==> config.mk <==
export PLATFORM = sky130hd
export DESIGN_NAME = pwm_multi_channel
export DESIGN_NICKNAME = d
export VERILOG_FILES = /design/src/rtl/pwm_multi_channel.sv
export SDC_FILE = /design/constraint.sdc
export NUM_CORES = 1
export LEC_CHECK = 0
export CAP_MARGIN = 25
export CORE_MARGIN = 4
export CORE_UTILIZATION = 55
export CTS_CLUSTER_SIZE = 12
export DETAILED_ROUTE_END_ITERATION = 12
export HOLD_SLACK_MARGIN = 0.05
export PLACE_DENSITY = 0.9
export RECOVER_POWER = 25
export SYNTH_ARGS = -nofsm -noshare
export SYNTH_HDL_FRONTEND = slang
export SYNTH_SLANG_ARGS = --single-unit
==> constraint.sdc <==
create_clock -name clk -period 4.2 [get_ports clk]
set_input_delay 0.42 -clock clk [delete_from_list [all_inputs] [get_ports clk]]
set_output_delay 0.42 -clock clk [all_outputs]
set_load 0.05 [all_outputs]
==> src/rtl/pwm_multi_channel.sv <==
// Multi-channel PWM with shadowed PERIOD/DUTY registers reloaded at period boundaries.
// Define PWM_CENTER_ALIGN_EN to enable the center-aligned (up/down) counting mode bit.
module pwm_multi_channel #(
    parameter int CHANNELS = 4,
    parameter int WIDTH    = 8,
    parameter int ADDR_W   = 4
) (
    input  logic                clk,
    input  logic                reset,
    input  logic [ADDR_W-1:0]   address,
    input  logic                write,
    input  logic [31:0]         writedata,
    input  logic [3:0]          byteenable,
    input  logic                read,
    output logic [31:0]         readdata,
    output logic [CHANNELS-1:0] pwm_out,
    output logic                cycle_end
);

    localparam int CW = CHANNELS + 2;
`ifdef PWM_CENTER_ALIGN_EN
    localparam logic [CW-1:0] CTRL_MASK = '1;
`else
    localparam logic [CW-1:0] CTRL_MASK = {1'b0, {(CW-1){1'b1}}};
`endif

    logic [WIDTH-1:0]    period_sh, period_act, counter;
    logic [WIDTH-1:0]    duty_sh  [CHANNELS];
    logic [WIDTH-1:0]    duty_act [CHANNELS];
    logic [CW-1:0]       ctrl;
    logic                dir;

    logic [31:0]         lane_mask, read_value;
    logic [WIDTH-1:0]    period_new;
    logic [WIDTH-1:0]    duty_new [CHANNELS];
    logic [CW-1:0]       ctrl_new;
    logic                sel_period, sel_ctrl;
    logic [CHANNELS-1:0] sel_duty;
    logic                run, mode, active, last, reload;

    function automatic logic [31:0] merge(input logic [31:0] old, input logic [31:0] data,
                                          input logic [31:0] mask);
        return (old & ~mask) | (data & mask);
    endfunction

    always_comb begin
        for (int unsigned k = 0; k < 4; k++) begin
            lane_mask[8*k +: 8] = {8{byteenable[k]}};
        end
        period_new = WIDTH'(merge(32'(period_sh), writedata, lane_mask));
        ctrl_new   = CW'(merge(32'(ctrl), writedata, lane_mask)) & CTRL_MASK;
        sel_period = write && (address == '0);
        sel_ctrl   = write && (address == ADDR_W'(1));
        read_value = '0;
        if (address == '0)
            read_value = 32'(period_sh);
        else if (address == ADDR_W'(1))
            read_value = 32'(ctrl);
        for (int unsigned i = 0; i < CHANNELS; i++) begin
            duty_new[i] = WIDTH'(merge(32'(duty_sh[i]), writedata, lane_mask));
            sel_duty[i] = write && (address == ADDR_W'(i + 2));
            if (address == ADDR_W'(i + 2))
                read_value = 32'(duty_sh[i]);
        end
    end

    assign run = ctrl[0];
`ifdef PWM_CENTER_ALIGN_EN
    assign mode = ctrl[CW-1];
`else
    assign mode = 1'b0;
`endif
    assign active = run && (period_act != '0);
    assign last   = (counter == period_act - WIDTH'(1));
    // Center mode reloads at the bottom of the down-count; edge mode at the top.
    assign reload = active && (mode ? (dir && counter == '0) : last);

    always_ff @(posedge clk or negedge reset) begin
        if (!reset) begin
            period_sh  <= '0;
            period_act <= '0;
            ctrl       <= '0;
            counter    <= '0;
            dir        <= 1'b0;
            readdata   <= '0;
            pwm_out    <= '0;
            cycle_end  <= 1'b0;
            for (int unsigned i = 0; i < CHANNELS; i++) begin
                duty_sh[i]  <= '0;
                duty_act[i] <= '0;
            end
        end else begin
            if (sel_period)
                period_sh <= period_new;
            if (sel_ctrl)
                ctrl <= ctrl_new;
            // Reload takes the pre-write shadow; while stopped, writes go straight through.
            if (reload)
                period_act <= period_sh;
            else if (!run && sel_period)
                period_act <= period_new;
            for (int unsigned i = 0; i < CHANNELS; i++) begin
                if (sel_duty[i])
                    duty_sh[i] <= duty_new[i];
                if (reload)
                    duty_act[i] <= duty_sh[i];
                else if (!run && sel_duty[i])
                    duty_act[i] <= duty_new[i];
                pwm_out[i] <= active && ctrl[i+1] && (counter < duty_act[i]);
            end

            if (!active) begin
                counter <= '0;
                dir     <= 1'b0;
            end else if (!mode) begin
                counter <= last ? '0 : counter + WIDTH'(1);
                dir     <= 1'b0;
            end else if (!dir) begin
                if (last)
                    dir <= 1'b1;
                else
                    counter <= counter + WIDTH'(1);
            end else begin
                if (counter == '0)
                    dir <= 1'b0;
                else
                    counter <= counter - WIDTH'(1);
            end

            cycle_end <= reload;
            if (read)
                readdata <= read_value;
        end
    end

endmodule

==> results.json, run 1 <==
{
  "outcome": "finished, violations left",
  "failed_checks": "max-capacitance violations, max-slew violations",
  "detail_route.first_pass.iterations": 6,
  "std_cell_rows": 37,
  "fp.coreArea_um2": 10300,
  "io_pins": 81,
  "fin_area_um2": 6350,
  "fp.dieW_um": 111,
  "startpoint_type": "flop",
  "h-tree-depth": 3,
  "number_of_antenna_violations_at_the_first_check_in_global_routing": 0,
  "synthCells": 543,
  "fill_cells": 794,
  "synth.top_cells.by_area": "dfrtp_1 (45%), mux2_2 (7.9%), ha_1 (6.6%)",
  "comb_power_share_pct": 26.1,
  "pre_cts_ws_ns": 1.18,
  "max_slew_margin_pct": -15.8,
  "n_antenna_cell": 0,
  "timing_worst_setup_path_type": "flop to flop",
  "hp-class": "input port to asynchronous set/reset pin",
  "worst-r2r-cell-count": 9,
  "finalNetCount": 635,
  "cp.depth": 9,
  "globalRoute.totalOverflow": 0,
  "post_synth_instance_area_um2": 5850,
  "timing.final.crit_share_pct": 66.2,
  "worstSkewPairLatency_ns": 0.39,
  "drt-total-wl_um": 14400,
  "synth_area_per_cell_um2": 10.8,
  "postSynth.asyncResetShare_pct": 100,
  "cts_max_path_buffers": 2,
  "grt_pass1_wl_um": 23400,
  "count_of_buffers_inserted_at_the_top_level_ports": 29,
  "floorplan.die.height_um": 111,
  "first_global_vias": 4389,
  "post_route_setup_tns_ns": 0,
  "drc_errors": 0,
  "post-synth-top-area-fraction_pct": 45.3,
  "synth-edff-count": 0,
  "design.die.area_um2": 12400,
  "p_seq_share_pct": 50.1,
  "fin_worst_hold_slack_ns": 0.458,
  "max_cap_viol_count": 1,
  "power_switching_share_pct": 34.5,
  "final.min_clock_period_ns": 2.78,
  "cp_num_buf_inv": 2,
  "finalHoldViolations": 0,
  "routed-via-count": 4456,
  "cp-end-kind": "flop",
  "hpwl_um": 10600,
  "synth.top_cells.by_count": "dfrtp_1 (106), mux2_2 (41), inv_1 (37), o22ai_1 (33), ha_1 (31)",
  "worst-slew-pin-transition_ns": 1.74,
  "numClockSinks": 106,
  "cp_max_fo": 21,
  "critPathArrivalTime_ns": 3.11,
  "routed_via_density": 6.36,
  "fmax_mhz": 360,
  "postPlaceCellArea_um2": 6150,
  "cts_tree": "built",
  "power.switching_w": 0.000973,
  "cts_repair_resize_count": 0,
  "hold_buffers": 0,
  "worst_clock_skew_ns": 0.0135,
  "yosysSeqAreaShare_pct": 45.3,
  "grt_use_total_pct": 23.9,
  "pwr-share-clk_pct": 23.8,
  "cts.root.buffer_cell": "clkbuf_8",
  "rsz_0062_raised_after_global_routing": "false",
  "synth-main-ff-cell": "dfrtp_1",
  "drive_above_1_share_pct": 13.5,
  "synthToLayoutAreaGrowth_pct": 8.48,
  "dr.first_iter.drc_count": 473,
  "synth_seq_cells": 106,
  "drt.antenna.violating_nets": 0,
  "crit_family": "simple AND/OR/NAND/NOR gates",
  "power-per-cell-area_nw_per_um2": 445,
  "power.leakage_nw": 3.09,
  "synth_cell_type_count": 52,
  "crit_path_cells": "inv_1 > ha_1 > nor3b_1 > xnor2_1 > a32oi_1 > nor4_4 > nand2_1 > buf_4 > o2bb2a_1",
  "cts_inserted_buffers": 9,
  "wl_per_cell_um": 20.6,
  "max_stage_delay_ns": 0.45,
  "post-synth-top-count-cell": "dfrtp_1",
  "initial_core_util_pct": 56.7,
  "worst_path_max_delay_cell": "dfrtp_1",
  "leading_area_contributor_after_synthesis": "dfrtp_1",
  "final-max-slew-violation-count": 72,
  "grt_start_max_net_pins": 72,
  "p_int_w": 0.00185,
  "timing.final.setup_violations": 0,
  "clkSlewWorstSetupHoldPaths_ns": 0.11,
  "yosys_warnings": 0,
  "cts_setup_buffers": 0,
  "irDropWorstVdd_mv": 0.318,
  "timing.critical_path.required_ns": 4.53,
  "setup_ws_ns": 1.42,
  "place_congestion": 0.883
}
cell usage in the layout (no fill, tap or decap), drive strengths merged, types with 21 or more instances in the layout:
master	instances
nand2	31
a2bb2oi	28
ha	31
inv	42
clkdlybuf4s50	28
mux2	41
conb	24
o22ai	33
nor2	21
dfrtp	106
layout make-up:
type	instances	area, um^2	share of cell area (%)
clock buffer	9	124	1.95
clock inverter	7	83.8	1.32
inverter	38	143	2.25
multi-input combinational	371	2860	45.0
sequential	106	2650	41.8
tap	136	170	2.68
timing repair buffer	34	323	5.08
final timing paths:
check	start	endpoint	slack, ns
max	period_act[0]	duty_act[30]	1.42
min	reset	duty_sh[18]	0.46
max reg2reg	period_act[0]	duty_act[30]	1.42
min reg2reg	duty_act[9]	duty_act[9]	0.53
max in group asynchronous	reset	counter[5]	2.48
min in group clk	duty_act[9]	duty_act[9]	0.53
cell families after synthesis:
| kind of cell | synth area share, % |
|---|---|
| AND/OR/NAND/NOR | 10.3 |
| AO/OA/AOI/OAI | 17.4 |
| other | 0.0641 |
| adder cells (fa/ha/maj) | 6.63 |
| buffers and inverters | 7.39 |
| flip-flops | 45.3 |
| XOR/XNOR | 2.24 |
| multiplexers | 10.8 |
per-layer routing:
metal	part of all wire [%]	GRT usage (%)	up-vias
met5	0	0	-
met4	3.7	10.9	0
met3	8.5	3.82	41
li1	-	-	1997
met2	48	39.4	238
met1	40	30.9	2180
through the flow:
stage / instances / total power [W] / util [%]
after floorplan: 566 / 0.00193 / -
after global placement: 685 / 0.00210 / 59.5
after detailed placement: 685 / 0.00216 / 59.5
after CTS: 701 / 0.00282 / 61.5
after global routing: 701 / 0.00297 / 61.5
final: 701 / 0.00283 / 61.5
flip-flops by register name (all words and copies together), names as in the netlist, named ones only:
| signal | count |
|---|---|
| duty_sh | 32 |
| pwm_out | 4 |
| counter | 8 |
| cycle_end | 1 |
| duty_act | 32 |
| readdata | 8 |
| period_sh | 8 |
| period_act | 8 |
power by group through the flow:
stage	Clock [W]	Sequential, W	Combinational (W)
floorplan	0	0.00139	0.000548
global placement	0	0.00142	0.000684
detailed placement	0	0.00143	0.000728
CTS	0.000676	0.00141	0.000733
global route	0.000721	0.00144	0.000805
finish	0.000673	0.00141	0.000738
No activity file was read; power rests on OpenSTA's default activity.
==> run 2, diff against run 1 <==
- CORE_UTILIZATION: 55 -> 50
- PLACE_DENSITY: 0.9 -> 0.87
- clock period: 4.2 -> 2.5 ns (I/O delays scaled with it)
==> run 2 against run 1 <==
The run ends with negative setup slack left. Fmax grew 11%. Utilization shrank 2.9 points. Setup slack lost 1.4 ns. Largest cell class unchanged. Clock skew shrank 0.0055 ns. Largest power group unchanged. Combinational power grew 73%.
==> results.json, run 2 (synthesized netlist as in run 1, its figures left out) <==
{
  "fin_cells": 732,
  "routed-via-count": 4629,
  "failed_checks": "negative setup slack",
  "critPathArrivalTime_ns": 2.74,
  "numClockSinks": 106,
  "timing.final.setup_violations": 1,
  "fmax_mhz": 399,
  "max_stage_delay_ns": 0.42,
  "fp.dieW_um": 116,
  "cp_max_fo": 8,
  "first_global_vias": 4707,
  "finalHoldViolations": 0,
  "cp-end-kind": "flop",
  "final_util_pct": 58.6,
  "final-max-slew-violation-count": 0,
  "power-per-cell-area_nw_per_um2": 780,
  "grt_use_total_pct": 23.7,
  "wl_per_cell_um": 21.1,
  "routed_via_density": 6.32,
  "cts_inserted_buffers": 9,
  "std_cell_rows": 39,
  "power.leakage_nw": 3.27,
  "io_pins": 81,
  "cts_max_path_buffers": 2,
  "mostFrequentLayoutCells": "dfrtp_1 (106), mux2_2 (41), inv_1 (37)",
  "drc_errors": 0,
  "fin_area_um2": 6690,
  "drive_above_1_share_pct": 17.3,
  "grt_start_max_net_pins": 107,
  "max_cap_viol_count": 0,
  "post_place_cells": 713,
  "finalNetCount": 659,
  "dr.first_iter.drc_count": 503,
  "outcome": "finished, violations left",
  "top_registers": "duty_act (32), duty_sh (32)",
  "count_of_buffers_inserted_at_the_top_level_ports": 29,
  "drt.antenna.violating_nets": 0,
  "final_common_cell": "dfrtp_1",
  "hp-class": "flop to flop",
  "max_slew_margin_pct": 5.79,
  "h-tree-depth": 3,
  "post_route_setup_tns_ns": -0.00364,
  "worst_path_max_delay_cell": "dfrtp_1",
  "number_of_antenna_violations_at_the_first_check_in_global_routing": 0,
  "grt_pass1_wl_um": 24400,
  "place_congestion": 0.881,
  "worst_clock_skew_ns": 0.00800,
  "setup_ws_ns": -0.00364,
  "n_antenna_cell": 0,
  "postPlaceCellArea_um2": 6320,
  "startpoint_type": "flop",
  "ff2ff_setup_slack_ns": -0.004,
  "timing.critical_path.required_ns": 2.73,
  "cts.root.buffer_cell": "clkbuf_16",
  "fp.coreArea_um2": 11400,
  "clkSlewWorstSetupHoldPaths_ns": 0.07,
  "timing_worst_setup_path_type": "flop to flop",
  "synthToLayoutAreaGrowth_pct": 14.3,
  "crit_path_cells": "inv_1 > ha_1 > nor3b_2 > xnor2_1 > a32oi_2 > nor4_4 > buf_4 > a21oi_1 > buf_4 > o2bb2a_1",
  "final.min_clock_period_ns": 2.50,
  "worst-slew-pin-transition_ns": 1.41,
  "drt-total-wl_um": 15500,
  "worstSkewPairLatency_ns": 0.36,
  "cts_tree": "built",
  "detail_route.first_pass.iterations": 7,
  "floorplan.die.height_um": 116,
  "globalRoute.totalOverflow": 0,
  "cell_occurring_most_often_along_the_worst_timing_path": "buf_4",
  "hpwl_um": 10900,
  "design.die.area_um2": 13500,
  "irDropWorstVdd_mv": 0.587,
  "timing.final.crit_share_pct": 100,
  "initial_core_util_pct": 51.3
}
-- run 2: final timing paths --
check	end	from	cells past startpoint
worst min-delay path	duty_act[11]	duty_act[11]	1
min in group asynchronous	duty_sh[27]	reset	3
worst max register to register	duty_act[30]	period_act[0]	10
worst min register to register	duty_act[11]	duty_act[11]	1
worst max-delay path	duty_act[30]	period_act[0]	10
max in group asynchronous	duty_act[5]	reset	3
-- run 2: area by class of cell --
class                   instances  area [um^2]
repair buffers                 58          508
clock buffers                  11          233
clock inverters                 5         86.3
flip-flops and latches        106         2650
fillers                       904         4730
inverters                      38          143
multi-input cells             371         2890
well taps                     143          179
-- run 2: power breakdown --
part	internal, W	total [W]	switching [W]	leakage [nW]
clock network	0.000886	0.00154	0.000649	0.154
logic	0.000594	0.00128	0.000690	1.82
registers	0.00205	0.00240	0.000344	1.30
total	0.00353	0.00522	0.00168	3.27
-- run 2: per-stage QoR --
stage	hold slack (ns)	setup WS [ns]	total power, W
floorplan	-0.0456	0.382	0.00325
global placement	0.355	0.169	0.00355
detailed placement	0.366	-0.00155	0.00365
CTS	0.517	0.0532	0.00517
global route	0.533	-0.0816	0.00544
finish	0.518	-0.00364	0.00522
-- run 2: per-layer routing --
layer / GRT usage, % / vias up / part of all wire [%]
met5: 0 / - / 0
li1: - / 2036 / -
met3: 4.30 / 57 / 8.4
met1: 29.5 / 2291 / 39
met4: 13.5 / 0 / 5.0
met2: 38.9 / 245 / 48
-- run 2: worst max-delay path, delay by kind of cell (launching register included) --
family / cells / cell delay (ns)
AND/OR/NAND/NOR: 2 / 0.43
buffers and inverters: 3 / 0.46
AO/OA/AOI/OAI: 3 / 0.52
XOR/XNOR: 1 / 0.28
flip-flops: 1 / 0.42
adder cells (fa/ha/maj): 1 / 0.27
-- run 2: what timing repair did --
| item | in CTS | in global routing |
|---|---|---|
| hold buffers | 1 | 0 |
| hold endpoints to repair | 106 | 0 |
| pin swaps | 1 | 1 |
| gates resized for setup | 0 | 6 |
| buffers inserted | 0 | 2 |
| setup endpoints to repair | 2 | 24 |
| cloned | 0 | 0 |
